[src/rtl/cpu_wb_bus_arbiter.sv]
// Two-master / one-slave Wishbone B4 pipelined arbiter sharing the CPU memory port
// between instruction fetch (M0, read-only) and load/store (M1), round-robin per CYC.
module cpu_wb_bus_arbiter #(
  parameter int WISHBONE_ADDR_WIDTH = 32,
  parameter int WISHBONE_BUS_WIDTH  = 32,
  parameter int MAX_OUTSTANDING     = 4
) (
  input  logic                              CLK_I,
  input  logic                              RST_I,
  // Fetch master (M0)
  input  logic                              M0_CYC_I,
  input  logic                              M0_STB_I,
  input  logic [WISHBONE_ADDR_WIDTH-1:0]    M0_ADR_I,
  output logic [WISHBONE_BUS_WIDTH-1:0]     M0_DAT_O,
  output logic                              M0_ACK_O,
  output logic                              M0_ERR_O,
  output logic                              M0_STALL_O,
  // Load/store master (M1)
  input  logic                              M1_CYC_I,
  input  logic                              M1_STB_I,
  input  logic [WISHBONE_ADDR_WIDTH-1:0]    M1_ADR_I,
  input  logic                              M1_WE_I,
  input  logic [WISHBONE_BUS_WIDTH/8-1:0]   M1_SEL_I,
  input  logic [WISHBONE_BUS_WIDTH-1:0]     M1_DAT_I,
  output logic [WISHBONE_BUS_WIDTH-1:0]     M1_DAT_O,
  output logic                              M1_ACK_O,
  output logic                              M1_ERR_O,
  output logic                              M1_STALL_O,
  // Slave port
  output logic                              S_CYC_O,
  output logic                              S_STB_O,
  output logic                              S_WE_O,
  output logic [WISHBONE_ADDR_WIDTH-1:0]    S_ADR_O,
  output logic [WISHBONE_BUS_WIDTH/8-1:0]   S_SEL_O,
  output logic [WISHBONE_BUS_WIDTH-1:0]     S_DAT_O,
  input  logic [WISHBONE_BUS_WIDTH-1:0]     S_DAT_I,
  input  logic                              S_ACK_I,
  input  logic                              S_ERR_I,
  input  logic                              S_STALL_I
);

  localparam int SelWidth = WISHBONE_BUS_WIDTH / 8;
  localparam int CntWidth = $clog2(MAX_OUTSTANDING + 1);

  typedef enum logic [1:0] {
    IDLE   = 2'd0,
    GNT_M0 = 2'd1,
    GNT_M1 = 2'd2
  } state_t;

  state_t               state_q, state_d;
  logic                 lastGnt_q, lastGnt_d;
  logic [CntWidth-1:0]  cnt_q, cnt_d;

  logic gntM0, gntM1, full, cntNonZero, issue, retire, stbSel;

  assign gntM0      = (state_q == GNT_M0);
  assign gntM1      = (state_q == GNT_M1);
  assign cntNonZero = (cnt_q != '0);
  assign full       = (cnt_q == CntWidth'(MAX_OUTSTANDING));
  assign issue      = S_STB_O & ~S_STALL_I;
  assign retire     = (S_ACK_I | S_ERR_I) & cntNonZero;

  always_ff @(posedge CLK_I) begin
    if (RST_I) begin
      state_q   <= IDLE;
      lastGnt_q <= 1'b1;
      cnt_q     <= '0;
    end else begin
      state_q   <= state_d;
      lastGnt_q <= lastGnt_d;
      cnt_q     <= cnt_d;
    end
  end

  // Grant only changes once the owner drops CYC; leaving a grant abandons its in-flight requests.
  always_comb begin
    state_d   = state_q;
    lastGnt_d = lastGnt_q;
    cnt_d     = cnt_q;
    if (issue && !retire) begin
      cnt_d = cnt_q + CntWidth'(1);
    end else if (!issue && retire) begin
      cnt_d = cnt_q - CntWidth'(1);
    end
    case (state_q)
      IDLE: begin
        cnt_d = '0;
        if (M0_CYC_I && M1_CYC_I) begin
          state_d = lastGnt_q ? GNT_M0 : GNT_M1;
        end else if (M0_CYC_I) begin
          state_d = GNT_M0;
        end else if (M1_CYC_I) begin
          state_d = GNT_M1;
        end
      end
      GNT_M0: begin
        if (!M0_CYC_I) begin
          cnt_d   = '0;
          state_d = M1_CYC_I ? GNT_M1 : IDLE;
        end
      end
      GNT_M1: begin
        if (!M1_CYC_I) begin
          cnt_d   = '0;
          state_d = M0_CYC_I ? GNT_M0 : IDLE;
        end
      end
      default: begin
        cnt_d   = '0;
        state_d = IDLE;
      end
    endcase
    if (state_d == GNT_M0) begin
      lastGnt_d = 1'b0;
    end else if (state_d == GNT_M1) begin
      lastGnt_d = 1'b1;
    end
  end

  // Slave-side mux; M0 never writes, so it presents a full-width read.
  always_comb begin
    S_CYC_O = 1'b0;
    stbSel  = 1'b0;
    S_WE_O  = 1'b0;
    S_ADR_O = '0;
    S_SEL_O = '0;
    S_DAT_O = '0;
    if (gntM0) begin
      S_CYC_O = M0_CYC_I;
      stbSel  = M0_STB_I;
      S_ADR_O = M0_ADR_I;
      S_SEL_O = {SelWidth{1'b1}};
    end else if (gntM1) begin
      S_CYC_O = M1_CYC_I;
      stbSel  = M1_STB_I;
      S_WE_O  = M1_WE_I;
      S_ADR_O = M1_ADR_I;
      S_SEL_O = M1_SEL_I;
      S_DAT_O = M1_DAT_I;
    end
  end

  assign S_STB_O    = stbSel & ~full;

  assign M0_DAT_O   = S_DAT_I;
  assign M1_DAT_O   = S_DAT_I;
  assign M0_STALL_O = gntM0 ? (S_STALL_I | full) : 1'b1;
  assign M1_STALL_O = gntM1 ? (S_STALL_I | full) : 1'b1;
  assign M0_ACK_O   = S_ACK_I & gntM0 & cntNonZero;
  assign M1_ACK_O   = S_ACK_I & gntM1 & cntNonZero;
  assign M0_ERR_O   = S_ERR_I & gntM0 & cntNonZero;
  assign M1_ERR_O   = S_ERR_I & gntM1 & cntNonZero;

endmodule

[config.mk]
export PLATFORM = sky130hd
export DESIGN_NAME = cpu_wb_bus_arbiter
export DESIGN_NICKNAME = d
export VERILOG_FILES = /design/src/rtl/cpu_wb_bus_arbiter.sv
export SDC_FILE = /design/constraint.sdc
export NUM_CORES = 1
export LEC_CHECK = 0
export ABC_AREA = 1
export CORE_AREA = 2 2 109 111
export DETAILED_ROUTE_END_ITERATION = 8
export DIE_AREA = 0 0 111 113
export GPL_TIMING_DRIVEN = 0
export HOLD_SLACK_MARGIN = 0.05
export PLACE_DENSITY_LB_ADDON = 0.15
export RECOVER_POWER = 100
export SETUP_SLACK_MARGIN = 0.5
export SKIP_CTS_REPAIR_TIMING = 1
export SLEW_MARGIN = 5
export SYNTH_ARGS = -nofsm -noshare
export SYNTH_HDL_FRONTEND = slang
export SYNTH_SLANG_ARGS = --single-unit
[constraint.sdc]
create_clock -name CLK_I -period 1.7 [get_ports CLK_I]
set_input_delay 0.425 -clock CLK_I [delete_from_list [all_inputs] [get_ports CLK_I]]
set_output_delay 0.425 -clock CLK_I [all_outputs]
set_load 0.02 [all_outputs]
==> results.toml, run 1 <==
[setup_path]
startpoint_type = "flop"
path_delay_family = "buffers and inverters"
cp_slowest_cell = "dfxtp_4"
rr_endpoint = "lastGnt_q"
rr_worst_depth = 13
rr_startpoint = "state_q[1]"
crit_arrival_ns = 1.55
critPathMaxStageDelay_ns = 0.37
cpMostUsedCell = "buf_12"
crit_type = "reg -> out"
reg2reg_slack_ns = -0.20
startpoint = "state_q[1]"
cp-end-kind = "primary output"
cp_cell_sequence = "inv_4, ha_4, buf_12, clkinv_8, buf_12, buf_8, nand3_2, nand2_2, buf_6"
cp_max_fo = 7
required_ns = 1.27
path_buf_inv = 6

[die]
dieArea_sq_um = 12500
die_w_um = 111
io_pins = 283
rows = 39
die_h_um = 113
start_util_pct = 16.4
core_sq_um = 11300

[logic_synthesis]
syn_nets = 497
synth-seq-area-share_pct = 6.49
syn_inst = 347
ys_ff_latch = 6
yosys-top-cells-area = "buf_4 (26%), nand2_1 (26%), nand3_1 (11%)"
synth_warnings = 0
syn_area_sq_um = 1850
synth_area_per_cell_sq_um = 5.34
synth.top_cell.area_share_pct = 25.9
synth_top_cell_by_area = "buf_4"
synth.distinct_cells = 24

[placed_design]
io_buffers = 250
gp_congestion = 0.837
detailed_place_hpwl_um = 8650
place_ws_ns = -0.688
placedCellCount = 740
place_area_sq_um = 5100

[cells_and_area]
num-nets-final = 768
fillCellCount = 1177
finalInstanceArea_sq_um = 5360
area_growth_pct = 189
drive_gt1_share_pct = 52.0
diodes = 0
final_cell_mix = "clkdlybuf4s50_1 (108), buf_4 (100), nand2_1 (75)"
final_common_cell = "clkdlybuf4s50_1"
finish.utilization_pct = 47.6
fin_cells = 760

[run_status]
violations = "setup timing"
status = "complete, but fails checks"

[pwr]
powerDensity_nw_per_um2 = 663
switchingPower_mw = 1.62
clkPwrFrac_pct = 11.2
p_leak_nw = 2.39
peakVddDrop_mv = 0.406
pwr-share-seq_pct = 5.5
p_int_mw = 1.94
total_power_mw = 3.55
swShare_pct = 45.5
power_frac_comb_pct = 83.3

[worst_hold_path]
hp-start = "lastGnt_q"
worstHoldPathCells = 2
hp-class = "reg -> reg"
hold_end = "lastGnt_q"

[route]
drt-vias-per-instance = 4.09
drcViolationCount = 0
ant_nets = 0
drtPass1Iterations = 4
wl_um = 10800
wl_per_cell_um = 14.2
drt_iter0_drc = 54
vias = 3112

[sta]
fin_skew_ns = 0.00124
maxSlewHeadroom_pct = 79.8
finalHoldViolations = 0
rsz0062_at_grt = "yes"
worstMarginPinSlew_ns = 0.303
worst_slack_ns = -0.273
drv_slew = 0
setup_viol = 78
fmax_ghz = 0.507
finalCriticalPeriod_ns = 1.97
min_period_over_period_pct = 116

[clock_network]
clock-sinks = 6
cts-root-buf = "clkbuf_16"
clk_pin_slew_ns = 0.03
clockBufferDepth = 2
cts_buffers = 3
worstSkewPairLatency_ns = 0.23
cts_tree = "built"
cts_max_level = 1

[global_routing]
grt_pass1_wl_um = 14800
antenna_found_initial = 0
grt_overflow = 0
grt_max_degree = 11
grt_pass1_vias = 2953
track_usage_pct = 14.5

[job]
maxCapViolCount = 0
==> synthesized netlist by cell type <==
library cell,count
nand2_1,128
buf_4,64
nand3_1,40
nor2_1,37
inv_1,17
buf_2,10
ha_1,8
clkbuf_1,6
dfxtp_1,6
nor3_1,6
a21oi_1,4
buf_1,3
nand4_1,3
o21ai_0,3
inv_2,2
nand2_2,2
buf_6,1
clkinv_1,1
nand2_4,1
nand3_2,1
nor2_8,1
o21a_1,1
o21ai_2,1
o21bai_1,1
==> registers in the layout, indices dropped and copies added, names as in the netlist <==
register / cells
lastGnt_q: 1
state_q: 2
cnt_q: 3
==> worst reg2reg max path: stages, from the launching register on <==
cell and delay, ns:
dfxtp_4 0.37, inv_4 0.05, ha_4 0.15, buf_12 0.14
buf_4 0.14, nand2_4 0.08, nand2_4 0.06, nand2_2 0.06
nand2_2 0.05, a21oi_2 0.12, nor2_1 0.06, ha_1 0.31
a21oi_2 0.13, o21ai_1 0.07
==> worst max path at each step <==
stage / endpoint / cells past startpoint
CTS: S_ADR_O[15] / 7
global route: S_ADR_O[24] / 9
detailed placement: S_ADR_O[15] / 7
global placement: S_ADR_O[11] / 7
floorplan: S_ADR_O[12] / 8
finish: S_ADR_O[23] / 9
==> through the flow <==
stage	hold WS, ns	TNS (ns)
after detailed placement	0.503	-43.67
after global placement	0.468	-43.79
final	0.504	-15.92
after floorplan	0.442	0
after CTS	0.511	-61.35
after global routing	0.531	-19.52
==> cell type report <==
| cell class | instances | area [sq um] | share of cell area, % |
|---|---|---|---|
| Timing Repair Buffer | 266 | 2310 | 43.1 |
| Sequential cell | 6 | 129 | 2.40 |
| Tap cell | 143 | 179 | 3.34 |
| Multi-Input combinational cell | 237 | 1790 | 33.5 |
| Clock buffer | 4 | 78.8 | 1.47 |
| Buffer | 84 | 778 | 14.5 |
| Inverter | 20 | 92.6 | 1.73 |
==> cell families (layout without fill, tap and decap cells) <==
group,Yosys count,in the layout,share of synthesized area [%]
AOI/OAI and AO/OA,10,10,3.18
DFF,6,6,6.49
buffers and inverters,104,374,35.1
adders and majority gates,8,8,5.41
and+or+nand+nor,219,219,49.8
==> power groups by stage <==
stage	registers (mW)	clock network (mW)	logic (mW)
6_report	0.196	0.397	2.96
5_1_grt	0.199	0.412	3.15
4_1_cts	0.193	0.404	2.58
3_5_place_dp	0.195	0	2.58
3_3_place_gp	0.193	0	2.56
2_1_floorplan	0.189	0	1.48
==> metal layers <==
metal / up-vias / share of wire (%) / global-route usage (%)
met5: - / 0 / 0
met4: 0 / 0.90 / 2.42
met3: 8 / 7.4 / 3.54
met2: 147 / 55 / 28.5
met1: 1407 / 37 / 15.9
li1: 1550 / - / -
Power figures use the tool's default switching activity.
==> inputs of run 2 (changes only) <==
- CAP_MARGIN: unset -> 20
- CTS_CLUSTER_DIAMETER: unset -> 80
- CTS_CLUSTER_SIZE: unset -> 24
==> results of run 2 <==
The final DEF is identical to that of run 1; final timing and power are the same.
==> inputs of run 3 (changes only) <==
- CTS_CLUSTER_SIZE: 24 -> unset
- SKIP_CTS_REPAIR_TIMING: 1 -> unset
==> results.toml, run 3 (same netlist as run 1, synthesis figures left out) <==
[run_status]
status = "complete, but fails checks"
violations = "setup timing"

[clock_network]
cts_max_level = 1
clockBufferDepth = 2
worstSkewPairLatency_ns = 0.23
cts-root-buf = "clkbuf_16"
cts_tree = "built"
clk_pin_slew_ns = 0.03
clock-sinks = 6
cts_buffers = 3
ctsHoldBuffers = 0

[job]
maxCapViolCount = 0

[sta]
fin_skew_ns = 0.00201
finalHoldViolations = 0
setup_viol = 78
maxSlewHeadroom_pct = 79.0
fmax_ghz = 0.499
timing.hold.ws_ns = 0.504
drv_slew = 0
rsz0062_at_grt = "yes"
min_period_over_period_pct = 118
finalCriticalPeriod_ns = 2.00
worstMarginPinSlew_ns = 0.316
worst_slack_ns = -0.304

[placed_design]
io_buffers = 250
placedCellCount = 740
detailed_place_hpwl_um = 8650
gp_congestion = 0.837
place_ws_ns = -0.688

[worst_hold_path]
hp-class = "reg -> reg"
hold_end = "lastGnt_q"
worstHoldPathCells = 2
hp-start = "lastGnt_q"

[route]
vias = 3211
wl_um = 11700
drtPass1Iterations = 4
drcViolationCount = 0
ant_nets = 0
wl_per_cell_um = 15.1
drt_iter0_drc = 53
drt-vias-per-instance = 4.14

[cells_and_area]
regMostFlops = "cnt_q"
largest_reg_flops = 3
fin_cells = 776
final_common_cell = "clkdlybuf4s50_1"
num-nets-final = 784
final_cell_mix = "clkdlybuf4s50_1 (108), buf_6 (81), buf_4 (71)"
reg_top3 = "cnt_q x3, state_q x2, lastGnt_q x1"
area_growth_pct = 237
finish.utilization_pct = 55.4
drive_gt1_share_pct = 58.9
diodes = 0

[setup_path]
rr_endpoint = "lastGnt_q"
crit_type = "reg -> out"
required_ns = 1.27
rr_worst_depth = 13
cp-end-kind = "primary output"
crit_arrival_ns = 1.58
cp_max_fo = 5
startpoint_type = "flop"
reg2reg_slack_ns = -0.26
rr_startpoint = "state_q[1]"

[global_routing]
antenna_found_initial = 0
grt_overflow = 0
track_usage_pct = 15.9
grt_max_degree = 11
grt_pass1_wl_um = 16200
grt_pass1_vias = 3118

[die]
start_util_pct = 16.4
dieArea_sq_um = 12500
rows = 39
io_pins = 283
core_sq_um = 11300
die_w_um = 111
die_h_um = 113

[pwr]
p_leak_nw = 2.82
total_power_mw = 4.25
peakVddDrop_mv = 0.395
powerDensity_nw_per_um2 = 680
## run 3: worst max path at each step
stage               depth (start not counted)  slack (ns)     endpoint       start
CTS                                         9       -0.30   S_ADR_O[6]  state_q[1]
global route                               13       -0.36    lastGnt_q  state_q[1]
global placement                            7       -0.67  S_ADR_O[11]  state_q[1]
floorplan                                   8        0.08  S_ADR_O[12]  state_q[1]
finish                                      8       -0.30  S_ADR_O[18]  state_q[1]
detailed placement                          7       -0.69  S_ADR_O[15]  state_q[1]
## run 3: worst max-delay path: stages (launching register included)
cell and delay (ns):
dfxtp_4 0.35, buf_6 0.12, ha_4 0.18, buf_16 0.14
buf_4 0.15, clkbuf_16 0.15, nand3_2 0.07, nand2_2 0.05
buf_6 0.12
## run 3: routing by layer
layer  up-vias  track usage [%]  wire length, um
li1       1592                -                -
met1      1441             17.3             4210
met2       161             31.5             6430
met3        17             3.80              880
met4         0             2.67              222
met5         -                0                0
## run 3: what timing repair did
item,CTS,global route
setup buffers,8,8
endpoints found under the setup margin,147,106
cloned,6,10
gates resized for setup,713,122
pin swaps,13,41
## run 3: report_power, final
part	internal [mW]	switching, mW	total [mW]
Combinational	1.92	1.73	3.65
Sequential	0.166	0.0270	0.193
Clock	0.312	0.0866	0.398
## run 3: area by class of cell
cell class | count | area (sq um)
buffer | 84 | 890
clock buffer | 4 | 78.8
fill | 1068 | 5030
inverter | 20 | 98.8
multi-input combinational | 237 | 2060
sequential | 6 | 129
tap | 143 | 179
timing repair buffer | 282 | 2810
## run 3: stage by stage
step	TNS, ns	area [sq um]
2_1_floorplan	0	2420
3_3_place_gp	-43.79	5100
3_5_place_dp	-43.67	5100
4_1_cts	-17.41	5780
5_1_grt	-22.15	6240
6_report	-18.65	6240
